$ cat config.mk
export PLATFORM = sky130hd
export DESIGN_NAME = apb_req_arbiter
export DESIGN_NICKNAME = d
export VERILOG_FILES = /design/src/rtl/apb_req_arbiter.sv
export SDC_FILE = /design/constraint.sdc
export NUM_CORES = 1
export LEC_CHECK = 0
export BUFFER_PORTS_ARGS = -buffer_cell sky130_fd_sc_hd__buf_2
export CAP_MARGIN = 10
export CORE_UTILIZATION = 50
export CTS_CLUSTER_SIZE = 28
export DETAILED_ROUTE_END_ITERATION = 16
export MAX_ROUTING_LAYER = met4
export PLACE_DENSITY = 0.81
export SLEW_MARGIN = 20
export SYNTH_ARGS = -nofsm -noshare
export SYNTH_HDL_FRONTEND = slang
export SYNTH_SLANG_ARGS = --single-unit
$ cat constraint.sdc
create_clock -name clk -period 2.79 [get_ports clk]
set_clock_uncertainty 0.05 [all_clocks]
set_input_delay 0.1395 -clock clk [delete_from_list [all_inputs] [get_ports clk]]
set_output_delay 0.1395 -clock clk [all_outputs]
set_load 0.01 [all_outputs]
$ cat src/rtl/apb_req_arbiter.sv
// Two-requester round-robin arbiter feeding one APB master port.
// Every output is a flop; illegal targets burn a silent SETUP cycle before RESP.
module apb_req_arbiter #(
    parameter int unsigned TIMEOUT_CYC = 16
) (
    input  logic        clk,
    input  logic        reset_n,
    input  logic        req0_valid,
    input  logic        req0_write,
    input  logic [1:0]  req0_tgt,
    input  logic [19:0] req0_addr,
    input  logic [15:0] req0_wdata,
    input  logic [1:0]  req0_strb,
    output logic        req0_ack,
    output logic        req0_done,
    input  logic        req1_valid,
    input  logic        req1_write,
    input  logic [1:0]  req1_tgt,
    input  logic [19:0] req1_addr,
    input  logic [15:0] req1_wdata,
    input  logic [1:0]  req1_strb,
    output logic        req1_ack,
    output logic        req1_done,
    output logic [15:0] rsp_rdata,
    output logic        rsp_err,
    output logic        rsp_timeout,
    output logic [1:0]  psel,
    output logic        penable,
    output logic        pwrite,
    output logic [1:0]  pstrb,
    output logic [19:0] paddr,
    output logic [15:0] pwdata,
    input  logic [15:0] prdata,
    input  logic        pready,
    input  logic        pslverr,
    output logic        busy
);

    typedef enum logic [1:0] {IDLE, SETUP, ACCESS, RESP} state_e;

    localparam logic [7:0] CNT_LAST = 8'(TIMEOUT_CYC - 1);

    state_e      state_q, state_d;
    logic [7:0]  cnt_q, cnt_d;
    logic        grant_q, grant_d;
    logic        last_q, last_d;
    logic        write_q, write_d;
    logic [1:0]  tgt_q, tgt_d;
    logic [19:0] addr_q, addr_d;
    logic [15:0] wdata_q, wdata_d;
    logic [1:0]  strb_q, strb_d;
    logic        ack0_q, ack0_d, ack1_q, ack1_d;
    logic        done0_q, done0_d, done1_q, done1_d;
    logic [15:0] rsp_rdata_q, rsp_rdata_d;
    logic        rsp_err_q, rsp_err_d;
    logic        rsp_timeout_q, rsp_timeout_d;
    logic [1:0]  psel_q, psel_d;
    logic        penable_q, penable_d;
    logic        pwrite_q, pwrite_d;
    logic [1:0]  pstrb_q, pstrb_d;
    logic [19:0] paddr_q, paddr_d;
    logic [15:0] pwdata_q, pwdata_d;
    logic        busy_q, busy_d;
    logic        pick1;
    logic        tgt_ok;
    logic        bus_on;

    always_comb begin
        state_d       = state_q;
        cnt_d         = cnt_q;
        grant_d       = grant_q;
        last_d        = last_q;
        write_d       = write_q;
        tgt_d         = tgt_q;
        addr_d        = addr_q;
        wdata_d       = wdata_q;
        strb_d        = strb_q;
        rsp_rdata_d   = rsp_rdata_q;
        rsp_err_d     = rsp_err_q;
        rsp_timeout_d = rsp_timeout_q;
        ack0_d        = 1'b0;
        ack1_d        = 1'b0;
        done0_d       = 1'b0;
        done1_d       = 1'b0;
        // last_q names the requester served most recently; a tie goes to the other one
        pick1         = req1_valid && (!req0_valid || !last_q);

        unique case (state_q)
            IDLE: begin
                if (req0_valid || req1_valid) begin
                    grant_d = pick1;
                    ack0_d  = !pick1;
                    ack1_d  = pick1;
                    write_d = pick1 ? req1_write : req0_write;
                    tgt_d   = pick1 ? req1_tgt   : req0_tgt;
                    addr_d  = pick1 ? req1_addr  : req0_addr;
                    wdata_d = pick1 ? req1_wdata : req0_wdata;
                    strb_d  = pick1 ? req1_strb  : req0_strb;
                    cnt_d   = '0;
                    state_d = SETUP;
                end
            end
            SETUP: begin
                if (tgt_q == 2'b01 || tgt_q == 2'b10) begin
                    state_d = ACCESS;
                end else begin
                    rsp_rdata_d   = '0;
                    rsp_err_d     = 1'b1;
                    rsp_timeout_d = 1'b0;
                    state_d       = RESP;
                end
            end
            ACCESS: begin
                if (pready) begin
                    rsp_rdata_d   = write_q ? 16'h0000 : prdata;
                    rsp_err_d     = pslverr;
                    rsp_timeout_d = 1'b0;
                    state_d       = RESP;
                end else if (cnt_q == CNT_LAST) begin
                    rsp_rdata_d   = '0;
                    rsp_err_d     = 1'b1;
                    rsp_timeout_d = 1'b1;
                    state_d       = RESP;
                end else begin
                    cnt_d = cnt_q + 8'd1;
                end
            end
            RESP: begin
                done0_d = !grant_q;
                done1_d = grant_q;
                last_d  = grant_q;
                state_d = IDLE;
            end
            default: state_d = IDLE;
        endcase

        tgt_ok    = (tgt_d == 2'b01) || (tgt_d == 2'b10);
        bus_on    = tgt_ok && (state_d == SETUP || state_d == ACCESS);
        psel_d    = bus_on ? tgt_d : 2'b00;
        penable_d = bus_on && (state_d == ACCESS);
        pwrite_d  = bus_on && write_d;
        pstrb_d   = bus_on ? strb_d : 2'b00;
        paddr_d   = bus_on ? addr_d : 20'h00000;
        pwdata_d  = bus_on ? wdata_d : 16'h0000;
        busy_d    = (state_d != IDLE);
    end

    always_ff @(posedge clk or negedge reset_n) begin
        if (!reset_n) begin
            state_q       <= IDLE;
            cnt_q         <= '0;
            grant_q       <= 1'b0;
            last_q        <= 1'b1;
            write_q       <= 1'b0;
            tgt_q         <= '0;
            addr_q        <= '0;
            wdata_q       <= '0;
            strb_q        <= '0;
            ack0_q        <= 1'b0;
            ack1_q        <= 1'b0;
            done0_q       <= 1'b0;
            done1_q       <= 1'b0;
            rsp_rdata_q   <= '0;
            rsp_err_q     <= 1'b0;
            rsp_timeout_q <= 1'b0;
            psel_q        <= '0;
            penable_q     <= 1'b0;
            pwrite_q      <= 1'b0;
            pstrb_q       <= '0;
            paddr_q       <= '0;
            pwdata_q      <= '0;
            busy_q        <= 1'b0;
        end else begin
            state_q       <= state_d;
            cnt_q         <= cnt_d;
            grant_q       <= grant_d;
            last_q        <= last_d;
            write_q       <= write_d;
            tgt_q         <= tgt_d;
            addr_q        <= addr_d;
            wdata_q       <= wdata_d;
            strb_q        <= strb_d;
            ack0_q        <= ack0_d;
            ack1_q        <= ack1_d;
            done0_q       <= done0_d;
            done1_q       <= done1_d;
            rsp_rdata_q   <= rsp_rdata_d;
            rsp_err_q     <= rsp_err_d;
            rsp_timeout_q <= rsp_timeout_d;
            psel_q        <= psel_d;
            penable_q     <= penable_d;
            pwrite_q      <= pwrite_d;
            pstrb_q       <= pstrb_d;
            paddr_q       <= paddr_d;
            pwdata_q      <= pwdata_d;
            busy_q        <= busy_d;
        end
    end

    assign req0_ack    = ack0_q;
    assign req1_ack    = ack1_q;
    assign req0_done   = done0_q;
    assign req1_done   = done1_q;
    assign rsp_rdata   = rsp_rdata_q;
    assign rsp_err     = rsp_err_q;
    assign rsp_timeout = rsp_timeout_q;
    assign psel        = psel_q;
    assign penable     = penable_q;
    assign pwrite      = pwrite_q;
    assign pstrb       = pstrb_q;
    assign paddr       = paddr_q;
    assign pwdata      = pwdata_q;
    assign busy        = busy_q;

endmodule

## Yosys cells after proc, flatten, opt, wreduce, memory -nomap -nowiden

Cells that the tools add are included.
W data, S select, Z words.

- $add $sub $neg: 1
- Equality and inequality tests: 15
- Mux-type cells: 46
- Reductions and logical operators: 20

Operator list:

| operator | number |
|---|---|
| $mux W16 | 8 |
| $mux W20 | 4 |
| $pmux W16 S2 | 1 |
| $mux W8 | 3 |
| $mux W2 | 11 |
| $pmux W8 S2 | 1 |
| $mux W1 | 15 |
| $eq A2 B2 Y1 const B | 5 |
| $add A8 B1 Y8 const B | 1 |
| $eq A2 B1 Y1 const B | 4 |
| $eq A8 B4 Y1 const B | 1 |
| $ne A2 B2 Y1 const B | 4 |
| $pmux W2 S4 | 1 |
| $reduce_bool A2 Y1 | 3 |
| $logic_or A1 B1 Y1 | 5 |
| $logic_and A1 B1 Y1 | 4 |
| $logic_not A1 Y1 | 4 |
| $pmux W1 S2 | 2 |
| $reduce_and A4 Y1 | 1 |
| $ne A3 B3 Y1 const B | 1 |
| $reduce_and A3 Y1 | 1 |
| $logic_not A2 Y1 | 1 |
| $reduce_and A2 Y1 | 1 |

- Bits in registers: 118
- Bits of input ports: 104
- Output and inout port bits: 65

## Longest topological paths before layout

- Depth after elaboration: 10
- Depth in mapped cells: 11
- Depth with buffers taken out: 10

## Worst setup path before layout

OpenSTA, ideal clock, no wires.

- Path type: reg2reg
- Start point: register cnt_q[0]
- End point: register psel_q[1] (netlist: psel[1])
- Library setup time: 0.144 ns
- Arrival: 2.235 ns
- Required time: 2.596 ns
- Path slack: 0.361 ns
- Cell stages (with the launch flop): 12
- Buffers on the path: 1
- Period minus slack after synthesis: 2.429 ns
- Cells stage by stage: dfrtp_1 > ha_1 > and3_1 > nand2_1 > nor4b_1 > nor2_1 > o22ai_1 > ha_1 > nor4b_1 > a2bb2oi_2 > buf_2 > nor2_1

- Word-level cells in the longest chain between the ends: 8

Ends and longest elaborated chain:

| element | line | source |
|---|---|---|
| start, declared | 44 | `logic [7:0] cnt_q, cnt_d;` |
| start signal, assigned | 175 | `cnt_q <= cnt_d;` |
| $eq A8 B4 Y1 * | 119 | `end else if (cnt_q == CNT_LAST) begin` |
| $mux W2 * | 119 |  |
| $mux W2 * | 114 | `if (pready) begin` |
| $pmux W2 S4 * | 88 | `unique case (state_q)` |
| $eq A2 B1 Y1 or $eq A2 B2 Y1 (tied branches) | 138 | `bus_on = tgt_ok && (state_d == SETUP \|\| state_d == ACCESS);` |
| $logic_or A1 B1 Y1 * | 138 |  |
| $logic_and A1 B1 Y1 * | 138 |  |
| $mux W2 * | 139 | `psel_d = bus_on ? tgt_d : 2'b00;` |
| via psel_d[1] | 57 | `logic [1:0] psel_q, psel_d;` |
| end signal, assigned | 190 | `psel_q <= psel_d;` |
| end, declared | 57 |  |

Mark *: on every way through the listed nets, which the timed path passes. The rest lies on a longest branch.
A chain may end at the register's enable or synchronous reset.

## Worst setup path in the final report

- Start point: register cnt_q[4]
- End point: register psel_q[1] (netlist: psel[1])

The elaborated chain is that of the path after synthesis.

==> summary.md <==
| Metric | Value |
|---|---|
| Outcome | `complete, no violations` |
| Maximum number of pins on one net before global-route repair | `80` |
| WL/cell | `15.9 microns` |
| Yosys warning count | `0` |
| Initial cell density of the core | `0.523` |
| Critical Setup Path Class | `reg -> reg` |
| Worst reg2reg path endpoint | `psel[1]$_DFF_PN0_` |
| Startpoint of the lowest-slack hold path | `req0_addr[14]` |
| Port Buf Inserts | `168` |
| Root Buffer Master | `clkbuf_8` |
| Final period demand of the worst path | `2.62 ns` |
| Core footprint | `9370 sq um` |
| Hold Worst Slack | `0.0201 ns` |
| Antenna cells | `0` |
| Drc violations | `0` |
| Unrepaired setup endpoints after global routing | `false` |
| Largest fanout of any net on the critical path | `19` |
| Detailed Route WL | `13600 microns` |
| Highest ir drop seen on vdd | `0.000645 V` |
| Worst R2R Setup Slack | `0.17 ns` |
| Ratio of total power to cell area | `1050 nW/um^2` |
| CTS clock-pin slew for the worst setup and hold paths | `0.06 ns` |
| Number of cells on the worst hold path | `3` |
| Register-to-Register Path Depth | `10` |
| Final net count | `825` |
| Layout-stage area growth over the synthesis result | `54.5%` |
| Remaining global-route overflow | `0` |
| Headroom to the max-slew limit | `0.342` |
| Slew Limit Fails | `0` |
| Type of the most critical hold path | `in -> reg` |
| Number of different library cells in the post-synthesis netlist | `41` |
| Register area share after synthesis | `0.603` |
| Synth top area share | `0.598` |
| Fraction of power consumed by combinational cells | `0.396` |
| Achievable clock frequency | `381 MHz` |
| Instance count of the mapped netlist | `441` |
| Critical path required time | `3.10 ns` |
| Total Die Area | `10200 sq um` |
| Half-perimeter wire length after placement | `7510 microns` |
| Most crowded layer after global routing | `met2` |
| Number of maximum-capacitance violations | `0` |
| Die Y-Extent | `101 microns` |
| Met1 capacity usage during global routing | `0.285` |
| Post-route antenna net violation count | `0` |
| Clk pwr share | `0.285` |
| Number of top-level pins | `169` |
| Die width | `101 microns` |
| Area of the mapped netlist | `4900 sq um` |
| Layout cell share with drive strength beyond 1 | `0.307` |
| Post-synth top area cell | `dfrtp_1` |
| Number of levels in the clock H-tree | `4` |
| Via count of the first global-routing pass | `4518` |
| Wire length of the first global-routing pass | `20800 microns` |
| Routing usage on met2 | `0.526` |
| Final Cell Area | `7560 sq um` |
| Clock tree from TritonCTS | `yes` |
| Number of antenna violations at the first check in global routing | `0` |
| Setup Fix Bufs, Post-CTS | `0` |
| Switching component of the power | `2.81 mW` |
| Final RePlAce weighted congestion | `0.811` |
| Actual transition at the worst max-transition pin | `0.962 ns` |
| Total power | `7.93 mW` |
| Reg-to-reg startpoint | `cnt_q[4]$_DFFE_PN0P_` |
| Clock latency on the worst-skew pair | `0.51 ns` |
| Vias per inst | `5.02` |
| Syn_nets | `552` |
| Drt initial violations | `179` |
| Hold-critical path endpoint | `addr_q[14]$_DFF_PN0_` |
| Count of standard-cell rows | `35` |
| Clock sink count | `118` |
| Number of iterations in the first detailed-routing pass | `4` |
| Net switching share of the total power | `0.355` |
| Kind of start point of the critical path | `flop` |
| Post-Place Cell Area | `5930 sq um` |
| Syn avg cell area | `11.1 sq um` |
| Top cells by area, synth | `dfrtp_1, mux2i_1, nand2_1, nor2b_1, o21ai_0` |
| Final worst-path cycle share | `0.940` |
| Number of flip-flops and latches in the synthesized netlist | `118` |
| Endpoint type of the worst setup path | `flop` |
| Sequential share of power | `0.319` |
| Lkg Pwr | `3.89 nW` |
| Internal power | `5.12 mW` |
| Arrival time reported for the critical path endpoint | `2.93 ns` |
| Number of vias in the routed layout | `4292` |
| Met3 global-route usage | `0.0624` |
| Final core utilization | `0.807` |
| Endpoints failing setup | `0` |
| Number of buffers created by CTS | `17` |
| Final Hold Viols | `0` |
| Worst-case clock buffer depth | `2` |
| Total GRT Usage | `0.281` |
[per-stage QoR]
step | setup WS (ns) | cells | TNS, ns
after floorplan | 0.361 | 441 | 0
after global placement | 0.0600 | 726 | 0
after detailed placement | -0.102 | 726 | -3.05
after CTS | 0.0345 | 854 | 0
after global routing | 0.0315 | 855 | 0
final | 0.168 | 855 | 0
[logic make-up (layout without fill, tap and decap cells)]
family / Yosys count / after routing / synth area share
and+or+nand+nor: 156 / 156 / 0.154
DFF: 118 / 118 / 0.603
AOI/OAI and AO/OA: 81 / 81 / 0.100
muxes: 40 / 40 / 0.0818
buffers and inverters: 32 / 317 / 0.0301
adders and majority gates: 7 / 7 / 0.0179
xor gates and xnor gates: 7 / 7 / 0.0125
[layout by cell type (no fill, tap or decap), types with 2 or more instances in the layout]
cell type / Yosys / final
clkinv_2: 0 / 2
ha_1: 7 / 7
dfrtp_1: 117 / 117
buf_4: 4 / 11
bufinv_16: 0 / 4
mux2i_1: 40 / 40
clkbuf_16: 0 / 17
inv_1: 8 / 8
o22a_1: 2 / 2
nor2b_1: 42 / 42
and2_1: 3 / 3
nand3_1: 4 / 4
and3_1: 4 / 4
nor2_1: 13 / 13
a211o_1: 2 / 2
xor2_1: 6 / 6
o21ai_1: 11 / 11
nand2_1: 79 / 79
nand2b_1: 2 / 2
o21ai_0: 50 / 50
clkinv_4: 0 / 3
a21oi_1: 3 / 3
or3_1: 2 / 2
buf_12: 0 / 2
buf_2: 10 / 167
a21o_1: 2 / 2
inv_6: 0 / 4
dlygate4sd3_1: 0 / 97
[flip-flops by register name (all words and copies together) (netlist names), 2 cells and up]
register / flops
addr_q: 20
cnt_q: 8
paddr: 20
psel: 2
pstrb: 2
pwdata: 16
rsp_rdata: 16
state_q: 2
strb_q: 2
tgt_q: 2
wdata_q: 16
[layout make-up]
type | count | area (sq um)
flip-flops and latches | 118 | 2950
repair buffers | 278 | 1950
multi-input cells | 291 | 1850
fillers | 557 | 1810
clock buffers | 17 | 414
clock inverters | 14 | 199
well taps | 129 | 161
inverters | 8 | 30.0
[per-layer routing]
layer | vias to the layer above | wire length [microns]
met5 | - | 0
met3 | 26 | 658
met2 | 159 | 7530
li1 | 2023 | -
met4 | 0 | 242
met1 | 2084 | 5180
[synthesized netlist by cell type]
library cell and count:
buf_2 10, a21boi_2 1, a21o_1 2, nor2_2 1, o31ai_1 1, o22ai_1 1, o2111ai_1 1, or3_1 2
dfstp_2 1, nand2b_1 2, o21bai_1 1, a41o_1 1, xnor2_1 1, o21ai_2 1, a2111oi_4 1, o21ai_0 50
nor3b_1 1, nor4_2 1, nor4b_1 2, and2_1 3, clkbuf_1 10, a21oi_2 1, or2_2 1, dfrtp_1 117
and4_1 1, mux2i_1 40, nand2_1 79, a2bb2oi_2 1, o21ai_1 11, o22a_1 2, ha_1 7, a2111oi_0 1
nand3_1 4, a211o_1 2, nor2_1 13, a21oi_1 3, xor2_1 6, buf_4 4, inv_1 8, nor2b_1 42
and3_1 4
[power groups by stage]
stage / Clock, mW / Sequential, mW / Combinational, mW
global route: 2.36 / 2.57 / 3.45
detailed placement: 0 / 2.54 / 2.71
CTS: 2.29 / 2.52 / 2.90
floorplan: 0 / 2.60 / 1.67
global placement: 0 / 2.51 / 2.58
finish: 2.26 / 2.53 / 3.14
[what timing repair did]
action,4_1_cts,5_1_grt
hold buffers,97,0
endpoints found under the setup margin,41,37
hold endpoints to repair,115,0
gates resized for setup,1,3
gates cloned,0,1
[how the worst max path moves through the flow]
stage	start	endpoint	slack, ns
final	cnt_q[4]$_DFFE_PN0P_	psel[1]$_DFF_PN0_	0.17
after global routing	cnt_q[0]$_DFFE_PN0P_	psel[1]$_DFF_PN0_	0.03
after CTS	cnt_q[4]$_DFFE_PN0P_	paddr[17]$_DFF_PN0_	0.03
after detailed placement	cnt_q[4]$_DFFE_PN0P_	pwdata[14]$_DFF_PN0_	-0.10
after global placement	cnt_q[4]$_DFFE_PN0P_	paddr[19]$_DFF_PN0_	0.06
after floorplan	cnt_q[0]$_DFFE_PN0P_	psel[1]$_DFF_PN0_	0.36
[critical path: stages (launching register included)]
cell	delay, ns
dfrtp_1	0.44
nor4_4	0.37
nand2_1	0.15
nor4b_1	0.17
nor2_1	0.16
o22ai_2	0.12
ha_1	0.34
nor4b_4	0.15
a2bb2oi_4	0.25
buf_12	0.20
nor2_1	0.06
Power figures use the tool's default switching activity.
